==> src/rtl/dma_xfer_sequencer.sv <==
// dma_xfer_sequencer: NUM_CH-channel DMA arbiter, per-channel address/count owner, SI/S0-S4 bus cycle sequencer.
// Latency: valid DREQ->HRQ 1 clk, HLDA->DACK 1 clk, 4 clks per word (S1..S4); every output is a flop.
// Backpressure: the CPU gates the bus via HLDA; S0 waits for it, HLDA low in S1-S3 aborts the word.
// Build option: define DMA_ROT_PRIO_EN for rotating priority; otherwise fixed priority, channel 0 highest.
// PROG_DATA must be at least 8 bits wide (mode lives in bits [7:0]).
module dma_xfer_sequencer #(
  parameter  int NUM_CH = 4,
  parameter  int ADDR_W = 16,
  parameter  int CNT_W  = 16,
  localparam int DATA_W = (ADDR_W > CNT_W) ? ADDR_W : CNT_W,
  localparam int CH_W   = (NUM_CH > 1) ? $clog2(NUM_CH) : 1
) (
  input  logic              CLK,
  input  logic              RESET_N,
  input  logic [NUM_CH-1:0] DREQ,
  input  logic              HLDA,
  input  logic              EOP_N_IN,
  input  logic              PROG_WE,
  input  logic [2:0]        PROG_CH,
  input  logic [1:0]        PROG_SEL,
  input  logic [DATA_W-1:0] PROG_DATA,
  input  logic              EXT_WRITE,
  input  logic              STATUS_RD,
  output logic              HRQ,
  output logic [NUM_CH-1:0] DACK,
  output logic              AEN,
  output logic              ADSTB,
  output logic [ADDR_W-1:0] ADDR,
  output logic              IOR_N,
  output logic              IOW_N,
  output logic              MEMR_N,
  output logic              MEMW_N,
  output logic              EOP_N_OUT,
  output logic              EOP_OE,
  output logic [NUM_CH-1:0] TC_STATUS
);

  typedef enum logic [5:0] {
    ST_SI = 6'b000001,
    ST_S0 = 6'b000010,
    ST_S1 = 6'b000100,
    ST_S2 = 6'b001000,
    ST_S3 = 6'b010000,
    ST_S4 = 6'b100000
  } state_t;

  state_t              state;
  logic [CH_W-1:0]     ch;
  logic [ADDR_W-1:0]   base_addr [NUM_CH];
  logic [ADDR_W-1:0]   cur_addr  [NUM_CH];
  logic [CNT_W-1:0]    base_cnt  [NUM_CH];
  logic [CNT_W-1:0]    cur_cnt   [NUM_CH];
  // Mode bits [7:2] of the programmed byte: {service[1:0], decrement, autoinit, type[1:0]}
  logic [5:0]          mode      [NUM_CH];
  logic [NUM_CH-1:0]   mask;
  logic                ext_eop;   // external EOP seen earlier in this word
  logic                tc_hit;    // current S4 is a terminal-count cycle

  logic [NUM_CH-1:0]   req_vld;
  logic                any_req;
  logic [CH_W-1:0]     win;
  logic [NUM_CH-1:0]   ch_onehot;
  logic [1:0]          svc;
  logic                dec, autoi, is_wr, is_rd;
  logic                abort, tc_now, s3_done, cont, prog_ok;

  assign req_vld   = DREQ & ~mask;
  assign any_req   = |req_vld;
  assign ch_onehot = NUM_CH'(1) << ch;
  assign svc       = mode[ch][5:4];
  assign dec       = mode[ch][3];
  assign autoi     = mode[ch][2];
  assign is_wr     = (mode[ch][1:0] == 2'b01);
  assign is_rd     = (mode[ch][1:0] == 2'b10);
  assign abort     = ~HLDA & ((state == ST_S1) | (state == ST_S2) | (state == ST_S3));
  assign s3_done   = (state == ST_S3) & HLDA;
  // Count of zero on entry to S4, or EOP_N_IN low anywhere in S1-S3, ends the service
  assign tc_now    = (cur_cnt[ch] == '0) | ext_eop | ~EOP_N_IN;
  // Keep servicing without going back through SI: block always, demand while DREQ holds
  assign cont      = ~tc_hit & ((svc == 2'b10) | ((svc == 2'b00) & DREQ[ch]));
  assign prog_ok   = PROG_WE & (int'(PROG_CH) < NUM_CH);

`ifdef DMA_ROT_PRIO_EN
  logic [CH_W-1:0] rot;
  logic            found;
  int              idx;

  // Rotating arbiter: scan upward from the rotation pointer, first valid request wins
  always_comb begin
    win   = '0;
    found = 1'b0;
    idx   = 0;
    for (int k = 0; k < NUM_CH; k++) begin
      idx = (int'(rot) + k) % NUM_CH;
      if (!found && req_vld[idx]) begin
        win   = CH_W'(idx);
        found = 1'b1;
      end
    end
  end

  // Rotation pointer: the channel after the one just served becomes highest priority
  always_ff @(posedge CLK or negedge RESET_N) begin
    if (!RESET_N) begin
      rot <= '0;
    end else if (state == ST_S4) begin
      rot <= (int'(ch) == NUM_CH - 1) ? '0 : ch + CH_W'(1);
    end
  end
`else
  // Fixed arbiter: lowest-index valid request wins
  always_comb begin
    win = '0;
    for (int k = NUM_CH - 1; k >= 0; k--) begin
      if (req_vld[k]) win = CH_W'(k);
    end
  end
`endif

  // Main sequencer: state, channel registers and all registered bus outputs
  always_ff @(posedge CLK or negedge RESET_N) begin
    if (!RESET_N) begin
      state     <= ST_SI;
      ch        <= '0;
      mask      <= '1;
      ext_eop   <= 1'b0;
      tc_hit    <= 1'b0;
      HRQ       <= 1'b0;
      DACK      <= '0;
      AEN       <= 1'b0;
      ADSTB     <= 1'b0;
      ADDR      <= '0;
      IOR_N     <= 1'b1;
      IOW_N     <= 1'b1;
      MEMR_N    <= 1'b1;
      MEMW_N    <= 1'b1;
      EOP_N_OUT <= 1'b1;
      EOP_OE    <= 1'b0;
      TC_STATUS <= '0;
      for (int i = 0; i < NUM_CH; i++) begin
        base_addr[i] <= '0;
        cur_addr[i]  <= '0;
        base_cnt[i]  <= '0;
        cur_cnt[i]   <= '0;
        mode[i]      <= '0;
      end
    end else begin
      // TC pulse is exactly the S4 cycle of a terminating word
      EOP_N_OUT <= ~(s3_done & tc_now);
      EOP_OE    <= s3_done & tc_now;
      ext_eop   <= ~abort & ((state == ST_S1) | (state == ST_S2)) & (ext_eop | ~EOP_N_IN);
      // Status read clears first so a TC landing on the same edge still sets its bit
      if (STATUS_RD) TC_STATUS <= '0;

      if (abort || (state == ST_S4 && !cont)) begin
        state  <= ST_SI;
        HRQ    <= 1'b0;
        DACK   <= '0;
        AEN    <= 1'b0;
        ADSTB  <= 1'b0;
        ADDR   <= '0;
        IOR_N  <= 1'b1;
        IOW_N  <= 1'b1;
        MEMR_N <= 1'b1;
        MEMW_N <= 1'b1;
      end else begin
        case (state)
          ST_SI: begin
            if (prog_ok) begin
              case (PROG_SEL)
                2'b00: begin
                  base_addr[PROG_CH[CH_W-1:0]] <= PROG_DATA[ADDR_W-1:0];
                  cur_addr[PROG_CH[CH_W-1:0]]  <= PROG_DATA[ADDR_W-1:0];
                end
                2'b01: begin
                  base_cnt[PROG_CH[CH_W-1:0]] <= PROG_DATA[CNT_W-1:0];
                  cur_cnt[PROG_CH[CH_W-1:0]]  <= PROG_DATA[CNT_W-1:0];
                end
                2'b10:   mode[PROG_CH[CH_W-1:0]] <= PROG_DATA[7:2];
                default: mask[PROG_CH[CH_W-1:0]] <= PROG_DATA[0];
              endcase
            end
            if (any_req) begin
              ch    <= win;
              state <= ST_S0;
              HRQ   <= 1'b1;
            end
          end
          ST_S0: begin
            if (HLDA) begin
              state <= ST_S1;
              AEN   <= 1'b1;
              ADSTB <= 1'b1;
              DACK  <= ch_onehot;
              ADDR  <= cur_addr[ch];
            end
          end
          ST_S1: begin
            // Read side of the transfer first; extended write pulls the write strobe early
            state  <= ST_S2;
            ADSTB  <= 1'b0;
            IOR_N  <= ~is_wr;
            MEMR_N <= ~is_rd;
            MEMW_N <= ~(is_wr & EXT_WRITE);
            IOW_N  <= ~(is_rd & EXT_WRITE);
          end
          ST_S2: begin
            state  <= ST_S3;
            IOR_N  <= ~is_wr;
            MEMW_N <= ~is_wr;
            MEMR_N <= ~is_rd;
            IOW_N  <= ~is_rd;
          end
          ST_S3: begin
            state  <= ST_S4;
            IOR_N  <= 1'b1;
            IOW_N  <= 1'b1;
            MEMR_N <= 1'b1;
            MEMW_N <= 1'b1;
            tc_hit <= tc_now;
            if (tc_now) TC_STATUS[ch] <= 1'b1;
            if (tc_now && autoi) begin
              cur_addr[ch] <= base_addr[ch];
              cur_cnt[ch]  <= base_cnt[ch];
            end else begin
              cur_addr[ch] <= dec ? cur_addr[ch] - ADDR_W'(1) : cur_addr[ch] + ADDR_W'(1);
              cur_cnt[ch]  <= cur_cnt[ch] - CNT_W'(1);
              if (tc_now) mask[ch] <= 1'b1;
            end
          end
          ST_S4: begin
            // Only the continue path reaches here; next word starts with a fresh address strobe
            state <= ST_S1;
            ADSTB <= 1'b1;
            ADDR  <= cur_addr[ch];
          end
          default: state <= ST_SI;
        endcase
      end
    end
  end

endmodule
==> config.mk <==
export PLATFORM = sky130hd
export DESIGN_NAME = dma_xfer_sequencer
export DESIGN_NICKNAME = d
export VERILOG_FILES = /design/src/rtl/dma_xfer_sequencer.sv
export SDC_FILE = /design/constraint.sdc
export NUM_CORES = 1
export LEC_CHECK = 0
export BUFFER_PORTS_ARGS = -buffer_cell sky130_fd_sc_hd__clkbuf_2
export CAP_MARGIN = 20
export CORE_MARGIN = 2
export CORE_UTILIZATION = 55
export DETAILED_ROUTE_END_ITERATION = 10
export PLACE_DENSITY = 0.76
export SYNTH_ARGS = -nofsm -noshare
export SYNTH_HDL_FRONTEND = slang
export SYNTH_SLANG_ARGS = --single-unit
==> constraint.sdc <==
create_clock -name CLK -period 5 [get_ports CLK]
set_input_delay 0.5 -clock CLK [delete_from_list [all_inputs] [get_ports CLK]]
set_output_delay 0.5 -clock CLK [all_outputs]
set_load 0.05 [all_outputs]
-- Yosys cells after proc, flatten, opt, wreduce, memory -nomap -nowiden
Cells that the tools add are included.
- add/subtract/negate cells: 3
- $lt $le $gt $ge: 9
- eq/ne operators: 19
- shift-type cells: 1
- muxes and demuxes: 85
- bitwise gates (word level): 32
- reduce and logical (&&, ||, !) cells: 36
- operators by type and width (cell ; number):
    64-bit bitwise mux ; 8
    64-bit 2-to-1 mux ; 6
    64-bit one-hot mux with 2 select lines ; 2
    16-bit 2-to-1 mux ; 13
    16-bit binary-select mux with 2-bit select ; 4
    16-bit demux with 2-bit select ; 2
    4-bit 2-to-1 mux ; 11
    6-bit 2-to-1 mux ; 6
    6-bit one-hot mux with 6 select lines ; 1
    16-bit one-hot mux with 2 select lines ; 1
    16-bit by 1-bit subtractor with 16-bit output, second input constant ; 2
    24-bit bitwise mux ; 1
    4-bit AND reduction ; 5
    16-bit by 1-bit adder with 16-bit output, second input constant ; 1
    16-bit logical NOT ; 1
    1-bit 2-to-1 mux ; 14
    6-bit binary-select mux with 2-bit select ; 1
    6-bit demux with 2-bit select ; 1
    2-bit AND reduction ; 6
    1-bit AND ; 10
    1-bit NOT ; 10
    2-bit nonzero test ; 5
    1-bit one-hot mux with 3 select lines ; 3
    2-bit 2-to-1 mux ; 4
    other kinds (38) ; 67
- register bits after elaboration: 327
- logic and storage cells: 222

-- Longest topological paths before layout
- depth in word-level cells: 13
- gate-level depth with buffers: 16

-- Worst setup path before layout
Ideal clock, no wire load.
- path type: register -> register
- start: register ch[0]
- end: register cur_addr[12] (netlist bit)
- arrival: 4350 ps
- slack: 512 ps
- cell stages (with the launch flop): 14
- buffers on the path: 4
- clock period less this slack: 4488 ps
- path through: dfrtp_1 buf_6 buf_2 buf_1 buf_1 mux4_2 ha_1 nor2b_1 o311a_1 o41a_1 a2111oi_0 o21bai_1 xnor2_1 o21ai_0
- longest elaborated chain between the ends: 13
- elaborated cells on any way between the ends: 41
- classes of those cells: 2 x add/sub; 2 x order compare; 1 x eq/ne; 21 x mux; 7 x bitwise; 8 x reduce/logical
- ends and longest elaborated chain (element ; line ; source):
    from (decl) ; 48 ; logic [CH_W-1:0] ch;
    from (signal assigned) ; 184 ; ch <= win;
    parallel branches: the longest is 13 deep, another holds 16-bit by 1-bit adder with 16-bit output ; -- ;
    to (signal, indexed assignment) ; 173 ; cur_addr[PROG_CH[CH_W-1:0]] <= PROG_DATA[ADDR_W-1:0];
    to (signal, indexed assignment) ; 223 ; cur_addr[ch] <= base_addr[ch];
    to (signal, indexed assignment) ; 226 ; cur_addr[ch] <= dec ? cur_addr[ch] - ADDR_W'(1) : cur_addr[ch] + ADDR_W'(1);
    to (decl) ; 50 ; logic [ADDR_W-1:0] cur_addr [NUM_CH];
Several ways; the timed one is not identified. The select of a mux whose other input is x is not followed.
A chain may end at the register's enable or synchronous reset.

-- Final worst setup path
Ends and elaborated chain as after synthesis.

==> metrics.md <==
| Metric | Value |
|---|---|
| Sw frac | `0.376` |
| Num Clock Sinks | `327` |
| Routed length per instance | `25.0 um` |
| Worst hold slack | `-0.0232 ns` |
| Worst EP required | `roughly 5.4 ns` |
| Final Util | `0.625` |
| Max Cap Viol | `0` |
| Combinational share of power | `0.391` |
| Slowest CP cell | `dfrtp_4` |
| Clock transition at path regs | `0.06 ns` |
| Die H | `around 180 um` |
| Final nets | `between 1000 and 1500` |
| Clock power share | `0.234` |
| Violated checks | `negative hold slack` |
| Top post-synthesis cells by count | `dfrtp_1 (317), mux2_2 (140), nand2_1 (132)` |
| Count leader, synth | `dfrtp_1` |
| Largest net degree at the start of global routing | `about 140` |
| Ys async rst share | `1.00` |
| Total grt overflow | `0` |
| Delay-heaviest family, CP | `compound AO/OA/AOI/OAI gates` |
| Worst slew pin tran | `roughly 1.1 ns` |
| Vias | `12500` |
| Worst path arrival time | `between 4 and 5 ns` |
| Worst Setup Start Kind | `register` |
| Yosys warns | `0` |
| Die width | `176 um` |
| Peak VDD IR | `roughly 0.27 mV` |
| H-tree depth | `2` |
| HP Class | `input pin to asynchronous set/reset pin` |
| Reg power frac | `0.374` |
| Post-DP HPWL | `between 20000 and 30000 um` |
| Syn Area/Cell | `11.8 um^2` |
| Psw | `~4.1 mW` |
| Pwr/cell area | `between 600 and 700 mW/mm^2` |
| Vias in the first global route | `roughly 13000` |
| Syn nets | `~1400` |
| Drt pass-1 iters | `6` |
| Rel. slew slack | `0.239` |
| Finish-stage setup viols | `0` |
| Main synth FF type | `dfrtp_1` |
| Yosys cell types | `70` |
| GPL Wtd Cong | `between 0.9 and 1` |
| IO Pins | `65` |
| Vias per inst | `between 6 and 7` |
| DRC viols | `0` |
| Share of post-route cells with drive strength above 1 | `0.263` |
| # hold bufs at CTS | `0` |
| Area of the multi-input gates | `0.00761 mm^2` |
| Seq. cell area | `between 0.008 and 0.009 mm^2` |
| Antenna diodes | `0` |
| Clock Tree Buf Depth | `3` |
| CTS buffer count | `35` |
| Fmax | `approximately 240 MHz` |
| Final hold vios | `17` |
| PortBufs | `between 60 and 70` |
| Core ar. | `approximately 0.029 mm^2` |
| Final Max Slew Viols | `0` |
| Number of setup buffers added after CTS | `0` |
| EDFF count, synth | `0` |
| Starting Density | `0.563` |
| Initial antenna violation count | `0` |
| CTS tree | `yes` |
| Fin crit share | `0.833` |
| Number of synthesized register bits | `~330` |
| Layout fillers | `about 2200` |
| Power Internal | `roughly 6.9 mW` |
| Top cell type's share of synthesized area | `0.487` |
| Total track usage | `0.299` |
| Site Rows | `62` |
| CP Max Fanout | `24` |
| Seq/Total Area, Yosys | `0.503` |
| Cell Chain, Critical Path | `buf_4, mux4_2, inv_1, fa_1, nor2b_1, o311a_1, o41a_1, a2111oi_0, o21bai_1, xnor2_1, o21ai_0` |
| Later-pin clock latency in the skew report | `about 0.53 ns` |
| RSZ-0062 raised after global routing | `no` |
| Status | `complete, but fails checks` |
| P&R area growth vs syn | `11.0%` |
| WS Path Type | `register to register` |
| # resized after CTS | `0` |
| Crit. End Element | `register` |
| Final WS setup | `around 0.83 ns` |
| First-pass GRT wire length | `71700 um` |
| Critical path's largest stage delay | `0.71 ns` |
| Synthesized area | `approximately 0.016 mm^2` |
| CP bufs+invs | `2` |
| Area contributors post-synth | `dfrtp_1 (49%), mux2_2 (9.7%), mux4_2 (8.3%)` |
| Gate Count Post-Synth | `between 1000 and 1500` |
| Tmin final | `4.17 ns` |
| DR iter-0 viols | `roughly 1600` |
| Routed WL | `45600 um` |
| Die Area | `around 0.031 mm^2` |
| Place WS | `0.923 ns` |
| Fin Setup TNS | `0 ns` |
| Post-DRT Antenna Nets | `0` |
| Clk_skew | `~0.027 ns` |
| Clock root buffer | `clkbuf_16` |
| Leading area contributor after synthesis | `dfrtp_1` |
| P_leak | `between 8 and 9 nW` |
## worst register-to-register path: cells and delay by family, from the launching register on
kind                       cells  cell delay, ns
xor gates and xnor gates       1            0.27
buffers and inverters          2            0.62
muxes                          1            0.63
and+or+nand+nor                1            0.07
DFF                            1            0.71
adders and majority gates      1            0.20
AOI/OAI and AO/OA              5            1.55
## power groups by stage
stage                     clock (mW)  sequential [mW]  combinational [mW]
after global placement             0             4.10                4.12
after floorplan                    0             4.10                3.16
final                           2.58             4.13                4.32
after detailed placement           0             4.15                4.22
after global routing            2.70             4.22                4.70
after CTS                       2.59             4.11                4.26
## placed cells by master, fill, tap and decap left out, drive strengths merged, types with 17 or more instances in the layout
master	count
nor2	75
a22oi	66
mux4	68
a32oi	21
nand3	27
o21ai	129
nor3	17
inv	21
buf	32
a21oi	31
mux2	140
dfrtp	317
nand2	133
clkbuf	118
a222oi	24
## worst paths after layout
kind	startpoint	slack [ns]	depth (start not counted)	to
min reg2reg	MEMR_N	0.46	2	MEMR_N
max	ch[0]	0.83	11	cur_addr[12]
max reg2reg	ch[0]	0.83	11	cur_addr[12]
min in group CLK	STATUS_RD	0.25	2	TC_STATUS[0]
max in group asynchronous	RESET_N	3.79	2	ADDR[8]
min	RESET_N	-0.02	1	mode[12]
## cell type report
type / instances / share of cell area
flip-flops and latches: 327 / 0.454
multi-input cells: 935 / 0.421
clock buffers: 55 / 0.0588
repair buffers: 95 / 0.0318
well taps: 384 / 0.0266
clock inverters: 7 / 0.00415
inverters: 20 / 0.00415
## layer usage
metal	wire (um)	track usage	vias to the layer above
met5	0	0	-
li1	-	-	5242
met2	20800	0.459	804
met1	17400	0.407	6248
met4	2170	0.142	0
met3	5150	0.0676	157
## registers in the layout, summed over array words and instances (netlist names)
| signal | flops |
|---|---|
| base_addr | 64 |
| base_cnt | 64 |
| cur_addr | 64 |
| cur_cnt | 64 |
| mode | 24 |
| ADDR | 16 |
| state | 6 |
| DACK | 4 |
| TC_STATUS | 4 |
| mask | 4 |
| ch | 2 |
| ADSTB | 1 |
| AEN | 1 |
| EOP_N_OUT | 1 |
| EOP_OE | 1 |
| HRQ | 1 |
| IOR_N | 1 |
| IOW_N | 1 |
| MEMR_N | 1 |
| MEMW_N | 1 |
| ext_eop | 1 |
| tc_hit | 1 |
## cell families (layout without fill, tap and decap cells)
family / count (synthesis) / count (layout) / share of synthesized area
DFF: 327 / 327 / 0.503
buffers and inverters: 117 / 177 / 0.0304
AOI/OAI and AO/OA: 348 / 348 / 0.146
and+or+nand+nor: 323 / 323 / 0.0926
adders and majority gates: 16 / 16 / 0.0128
xor gates and xnor gates: 28 / 28 / 0.0151
muxes: 220 / 220 / 0.200
## per-stage QoR
step                      std cells  hold WS [ns]  power [mW]  area [um^2]
final                          1823       -0.0232        11.0        18100
after global routing           1823        0.0431        11.6        18100
after CTS                      1823        0.0121        11.0        18100
after detailed placement       1761         0.460        8.36        16900
after global placement         1761         0.449        8.21        16900
after floorplan                1379         0.204        7.26        16300
No activity file was read; power rests on OpenSTA's default activity.
